**src/rtl/gcm_pkg.sv**
```systemverilog
// Shared types, widths and helpers for the GCM GHASH input sequencer.
package gcm_pkg;
    localparam int BLK_W = 128;
    localparam int LEN_W = 64;

    typedef enum logic [2:0] {
        S_IDLE,
        S_CLEAR,
        S_AAD,
        S_CT,
        S_LEN,
        S_FIN
    } state_t;

    // Byte counts of 0 or above 16 mean a full word.
    function automatic logic [4:0] norm_bytes(input logic [4:0] n);
        return (n == 5'd0 || n > 5'd16) ? 5'd16 : n;
    endfunction

    // Byte 0 sits in the top byte lane, so the mask grows downward from bit 127.
    function automatic logic [BLK_W-1:0] byte_mask(input logic [4:0] n);
        logic [4:0]       k;
        logic [BLK_W-1:0] m;
        k = norm_bytes(n);
        m = '0;
        for (int i = 0; i < 16; i++)
            if (i < int'(k)) m[BLK_W-1-8*i -: 8] = 8'hFF;
        return m;
    endfunction

    function automatic logic [BLK_W-1:0] len_block(input logic [LEN_W-1:0] la,
                                                   input logic [LEN_W-1:0] lc);
        return {la, lc};
    endfunction
endpackage

```
**src/rtl/gcm_byte_pad.sv**
```systemverilog
// Zero-pads an input word down to its valid leading bytes.
module gcm_byte_pad
    import gcm_pkg::*;
(
    input  logic [BLK_W-1:0] in_data,
    input  logic [4:0]       in_bytes,
    output logic [BLK_W-1:0] padded
);
    assign padded = in_data & byte_mask(in_bytes);
endmodule

```
**src/rtl/gcm_ghash_sequencer.sv**
```systemverilog
// Formats AAD/ciphertext words into GHASH blocks: clear pulse, padded data
// blocks, then the {len(A), len(C)} length block.
module gcm_ghash_sequencer
    import gcm_pkg::*;
(
    input  logic             clk,
    input  logic             reset,
    input  logic             start,
    input  logic             has_aad,
    input  logic             has_ct,
    input  logic [BLK_W-1:0] in_data,
    input  logic [4:0]       in_bytes,
    input  logic             in_last,
    input  logic             in_valid,
    output logic             in_ready,
    output logic             ghash_start,
    output logic [BLK_W-1:0] ghash_data,
    output logic             ghash_valid,
    input  logic             ghash_ready,
    output logic             busy,
    output logic             done,
    output logic             err
);
    state_t           state;
    logic             aad_en, ct_en, len_loaded;
    logic [LEN_W-1:0] len_a, len_c;
    logic [BLK_W-1:0] padded;
    logic [4:0]       nb;
    logic [LEN_W-1:0] n_bits;
    logic             out_free, accept;

    gcm_byte_pad u_pad (
        .in_data (in_data),
        .in_bytes(in_bytes),
        .padded  (padded)
    );

    assign nb          = norm_bytes(in_bytes);
    assign n_bits      = {{(LEN_W-8){1'b0}}, nb, 3'b000};
    assign out_free    = !ghash_valid || ghash_ready;
    assign in_ready    = (state == S_AAD || state == S_CT) && out_free;
    // start wins over a word offered in the same cycle
    assign accept      = in_valid && in_ready && !start;
    assign ghash_start = (state == S_CLEAR);
    assign done        = (state == S_FIN);
    assign busy        = (state != S_IDLE);

    always_ff @(posedge clk or posedge reset) begin
        if (reset) begin
            state       <= S_IDLE;
            aad_en      <= 1'b0;
            ct_en       <= 1'b0;
            len_loaded  <= 1'b0;
            len_a       <= '0;
            len_c       <= '0;
            ghash_data  <= '0;
            ghash_valid <= 1'b0;
            err         <= 1'b0;
        end else if (start) begin
            state       <= S_CLEAR;
            aad_en      <= has_aad;
            ct_en       <= has_ct;
            len_loaded  <= 1'b0;
            len_a       <= '0;
            len_c       <= '0;
            ghash_valid <= 1'b0;
            err         <= 1'b0;
        end else begin
            case (state)
                S_CLEAR: begin
                    if (aad_en)     state <= S_AAD;
                    else if (ct_en) state <= S_CT;
                    else begin
                        // Empty message: the all-zero length block goes out right away.
                        ghash_data  <= len_block(len_a, len_c);
                        ghash_valid <= 1'b1;
                        len_loaded  <= 1'b1;
                        state       <= S_LEN;
                    end
                end
                S_AAD, S_CT: begin
                    if (accept) begin
                        ghash_data  <= padded;
                        ghash_valid <= 1'b1;
                        if (state == S_AAD) len_a <= len_a + n_bits;
                        else                len_c <= len_c + n_bits;
                        if (nb != 5'd16 && !in_last) err <= 1'b1;
                        if (in_last) state <= (state == S_AAD && ct_en) ? S_CT : S_LEN;
                    end else if (ghash_ready) begin
                        ghash_valid <= 1'b0;
                    end
                end
                S_LEN: begin
                    if (!len_loaded) begin
                        if (out_free) begin
                            ghash_data  <= len_block(len_a, len_c);
                            ghash_valid <= 1'b1;
                            len_loaded  <= 1'b1;
                        end
                    end else if (ghash_valid && ghash_ready) begin
                        ghash_valid <= 1'b0;
                        state       <= S_FIN;
                    end
                end
                S_FIN: begin
                    len_loaded <= 1'b0;
                    state      <= S_IDLE;
                end
                default: state <= S_IDLE;
            endcase
        end
    end
endmodule

```
**config.mk**
```make
export PLATFORM = sky130hd
export DESIGN_NAME = gcm_ghash_sequencer
export DESIGN_NICKNAME = d
export VERILOG_FILES = /design/src/rtl/gcm_pkg.sv /design/src/rtl/gcm_byte_pad.sv /design/src/rtl/gcm_ghash_sequencer.sv
export SDC_FILE = /design/constraint.sdc
export NUM_CORES = 1
export LEC_CHECK = 0
export ABC_AREA = 1
export BUFFER_PORTS_ARGS = -buffer_cell sky130_fd_sc_hd__buf_2
export CAP_MARGIN = 20
export CORE_ASPECT_RATIO = 0.8
export CORE_MARGIN = 1.5
export CORE_UTILIZATION = 60
export DETAILED_ROUTE_END_ITERATION = 6
export GPL_TIMING_DRIVEN = 0
export PLACE_DENSITY = 0.85
export SETUP_SLACK_MARGIN = 0.2
export SLEW_MARGIN = 10
export SYNTH_ARGS = -nofsm -noshare
export SYNTH_HDL_FRONTEND = slang
export SYNTH_SLANG_ARGS = --single-unit
```
**constraint.sdc**
```tcl
create_clock -name clk -period 23 [get_ports clk]
set_input_delay 2.3 -clock clk [delete_from_list [all_inputs] [get_ports clk]]
set_output_delay 2.3 -clock clk [all_outputs]
set_load 0.1 [all_outputs]
```
### Yosys cells after proc, flatten, opt, wreduce, memory -nomap -nowiden

Cells that the tools add are included.

* add/sub/neg operators: 2
* mux-type cells: 57
* bitwise gates (word level): 2
* order comparisons: 17
* reductions and logical operators: 29
* eq/ne operators: 21

Operator list (number)
* 128-bit 2-to-1 mux: 5
* 64-bit 2-to-1 mux: 8
* 128-bit case mux with 3 select lines: 1
* 64-bit by 8-bit adder with 64-bit output: 2
* 128-bit AND: 1
* 8-bit 2-to-1 mux: 16
* 4-bit by 5-bit less-than comparator with 1-bit output, first input constant: 8
* 3-bit 2-to-1 mux: 8
* 3-bit by 5-bit less-than comparator with 1-bit output, first input constant: 4
* 3-bit != test, second input constant: 6
* 1-bit 2-to-1 mux: 15
* 2-bit != test, second input constant: 6
* 4-bit != test, second input constant: 3
* 3-bit AND reduction: 4
* 1-bit by 5-bit less-than comparator with 1-bit output, first input constant: 2
* 2-bit by 5-bit less-than comparator with 1-bit output, first input constant: 2
* 3-bit case mux with 3 select lines: 1
* 2-bit nonzero test: 4
* 4-bit nonzero test: 2
* 7-bit AND reduction: 1
* 3-bit by 2-bit equality test with 1-bit output, second input constant: 2
* 3-bit equality test, second input constant: 2
* 1-bit logical AND: 6
* 1-bit case mux with 3 select lines: 2
* 12 further kinds: 17

* input port bits: 141
* flip-flop bits (word level): 264
* output and inout port bits: 134

### Logic depth before layout (Yosys ltp)

* depth after elaboration: 9
* depth in mapped cells: 19

### By module

Synthesis repeated with hierarchy kept, for this count alone.

* cell total of the unflattened synthesis: 2430
* area, all modules: 16413.2 µm²

By module, submodules not included
* gcm_ghash_sequencer: cells each 2131, sequential area each 6456.2 µm², instances 1, area each 15155.8 µm²
* gcm_byte_pad: cells each 299, sequential area each 0.0 µm², instances 1, area each 1257.5 µm²

### Least setup slack after synthesis

No wires, ideal clock.

* kind: in2out
* from: input port ghash_ready
* to: output port in_ready
* stages: 2
* arrival: 3828 ps
* path slack: 16872 ps
* data required time: 20700 ps
* cell sequence: inv_1 a21oi_1

* word-level cells in the longest chain between the ends: 2

Ends and longest elaborated chain
* start: declaration: line gcm_ghash_sequencer.sv:19 `input logic ghash_ready,`
* 1-bit logical OR: line gcm_ghash_sequencer.sv:40 `assign out_free = !ghash_valid || ghash_ready;`
* 1-bit logical AND: line gcm_ghash_sequencer.sv:41 `assign in_ready = (state == S_AAD || state == S_CT) && out_free;`
* end: declaration: line gcm_ghash_sequencer.sv:15 `output logic in_ready,`

No other way between the ends.

### Worst setup path after layout

Same ends and word-level chain as after synthesis.

==> results.md <==
* Vias in the first global route at 15200
* Detail Route Antenna Nets at 0
* P per Cell Area at ~150 nW/µm²
* Max-cap violations at 0
* CP Max Fanout at 3
* Leak pwr at ~8.4 nW
* CTS tree: done
* H-tree lvl count at 1
* Tmin final at ~5.6 ns
* Port Buffers at between 200 and 300
* Layout Area Growth over Synthesis at 18.9%
* Crit-path slowest cell: buf_2
* CP Data Arrival Time at approximately 3.3 ns
* Slew HR at between 30% and 40%
* R2r startpoint: len_c[7]
* Worst skew pair latency at ~0.56 ns
* Maximum VDD drop at roughly 0.17 mV
* Reg2reg path depth at 11
* Final Skew at ~0.017 ns
* Starting density of the core at 61.2%
* Final non-filler cell total at 2771
* Die Y at 144 µm
* Failing checks: design-rule violations
* Design Area, Final at around 18000 µm²
* Worst path depth at 4
* Reg2Reg Setup Slack at 20.58 ns
* Status: finished with violations
* # IOs at 275
* Layout cells sized above 1 at 16.0%
* Max clock buf depth at 3
* DP Worst Slack at around 17 ns
* Delay-heaviest family, CP: buffers and inverters
* WP data required at between 20 and 25 ns
* Final nets at roughly 2600
* Final HPWL DP at between 40000 and 50000 µm
* # placed instances at 2718
* Placeable Area at 24400 µm²
* Bufs and invs on worst path at 3
* Post-synthesis average cell area at just over 7 µm²
* CP startpoint kind: input port
* Reg-to-Reg End: len_c[58]
* Top_reg_cell synth: dfrtp_1
* Post-CTS resize count at 0
* CP endpoint kind: output pin
* Async SR Flop Fraction at 100%
* Row count at 51
* Via count at between 15000 and 20000
* Post-CTS setup repair buffer count at 0
* Crit-path cells: buf_2 -> inv_1 -> a21oi_1 -> buf_2
* Reg clk slew, reported paths at around 0.060 ns
* Post-Syn Instances at about 2100
* DR vias/cell at 6.14
* Final setup margin at 17.41 ns
* Yosys cell types at 50
* Mapped Nets at 2276
* Overall routing resource usage at roughly 43%
* RSZ-0062 raised after global routing: no
* Hold_buf cts at 0
* Seq cells post-synth at 258
* 1st-iter DRT viols at about 2300
* Pin count of the biggest net entering global routing at between 100 and 150
* Fin Setup TNS at 0 ns
* Power Total at between 2 and 3 mW
* Worst Hold Class: reg2reg
* Mean routed wirelength per cell at 20.6 µm
* Warnings from Yosys at 0
* Max incr delay on CP at around 0.5 ns
* Crit path to: in_ready
* CTS buffer count at 28
* Slew Viols, Final at 0
* Die area at 25900 µm²
* Fin. Hold Viols at 0
* CTS sink cnt at roughly 260
* Worst Tran Pin Value at between 1 and 1.5 ns
* Gpl congestion at roughly 1.0
* Cell Area, Placed at 16800 µm²
* Remaining routing DRC violations at 9
* Root buf cell: clkbuf_16
* Final period utilization at about a quarter
* Max Clk Rate at 0.179 GHz
* Cell mode on critical path: buf_2
* First-pass detailed-route iteration total at 7
* Initial antenna violation count at 1
* First-pass GRT wire length at about 86000 µm
* Synthesized area at 15000 µm²
* Number of synthesized flops with an enable pin at 0
* Global route total overflow at 0
* Sequential fraction of the synthesis area at between 40% and 50%
* CP Class: in2out
* Total wire length at 57200 µm
* Final Setup Violations at 0
* Die X at between 150 and 200 µm
* Setup crit start: ghash_ready
[worst register-to-register path, stage by stage, from the launching register on]
cell and delay, ns:
dfrtp_1 0.44, ha_1 0.34, inv_1 0.08, o21bai_1 0.38, nand2_1 0.09, nand2_1 0.14, nand2_1 0.10, nor2_1 0.35
nand2_1 0.18, nand2_1 0.09, nand2_1 0.05, nor2_1 0.11
[metrics by stage]
step / hold WS [ns] / util [%]
after global routing: 0.508 / 72.8
after detailed placement: 0.461 / 68.7
after global placement: 0.460 / 68.5
after CTS: 0.477 / 72.8
final: 0.476 / 72.8
after floorplan: 0.456 / -
[layer usage]
metal	GRT usage, %	wire (µm)	share of wire, %	vias up
li1	-	-	-	7648
met1	62.9	23400	41	7910
met2	61.1	22900	40	1319
met3	14.1	8970	16	138
met4	13.8	1810	3.2	0
met5	0	0	0	-
[power by group]
part	total, mW	internal [mW]	switching (mW)	leakage, nW
clock	0.499	0.299	0.200	0.495
combinational	1.45	0.227	1.22	4.45
sequential	0.650	0.573	0.0765	3.42
[how the worst min path moves through the flow]
stage | start | end | slack, ns | depth (start not counted)
final | ghash_data[50] | ghash_data[50] | 0.48 | 2
after global placement | ghash_data[50] | ghash_data[50] | 0.46 | 2
after CTS | ghash_data[50] | ghash_data[50] | 0.48 | 2
after global routing | ghash_data[70] | ghash_data[70] | 0.51 | 2
after floorplan | len_a[12] | len_a[12] | 0.46 | 1
after detailed placement | ghash_data[50] | ghash_data[50] | 0.46 | 2
[cells in the mapped netlist (all sizes together), types with 9 or more instances]
| cell type | n | area (µm²) |
|---|---|---|
| clkbuf | 40 | 150 |
| buf | 37 | 200 |
| a31oi | 69 | 432 |
| nand4 | 99 | 626 |
| o22ai | 10 | 62.6 |
| nor2 | 331 | 1280 |
| nor4 | 9 | 56.3 |
| a22oi | 10 | 75.1 |
| nand3 | 163 | 838 |
| a21oi | 116 | 584 |
| nand2 | 511 | 1940 |
| nor3 | 56 | 285 |
| o21ai | 124 | 639 |
| ha | 9 | 113 |
| dfrtp | 258 | 6460 |
| inv | 247 | 927 |
[registers in the layout, indices dropped and copies added, names as in the netlist]
name         flops
err              1
ct_en            1
ghash_data     128
ghash_valid      1
aad_en           1
state            3
len_a           61
len_loaded       1
len_c           61
[cell families after synthesis]
group / count (synthesis) / synth area share [%]
DFF: 258 / 43.1
and+or+nand+nor: 1184 / 34.3
adders and majority gates: 11 / 1.02
buffers and inverters: 324 / 8.54
AOI/OAI and AO/OA: 341 / 12.7
xor gates and xnor gates: 6 / 0.351
[cell type report]
type                    count  area [µm²]
flip-flops and latches    258        6460
inverters                 247         935
fillers                  1994        6640
clock inverters            14         201
well taps                 318         398
diodes                      1        2.50
plain buffers              77         350
clock buffers              38         800
multi-input cells        1542        7230
repair buffers            276        1430
[layout by cell type, fill, tap and decap left out, types with 9 or more instances in the layout]
cell type,synthesis,final
nor4_1,9,9
ha_1,9,9
nor2_1,323,323
a21oi_1,115,115
nand2_1,503,503
inv_1,242,241
buf_2,28,302
o21ai_1,9,9
clkbuf_16,0,29
a31oi_1,69,69
clkbuf_1,40,45
dfrtp_1,258,258
nor3_1,55,55
a22oi_1,10,10
nand3_1,160,160
nand4_1,98,98
o21ai_0,112,112
o22ai_1,10,10
Power figures use the tool's default switching activity.
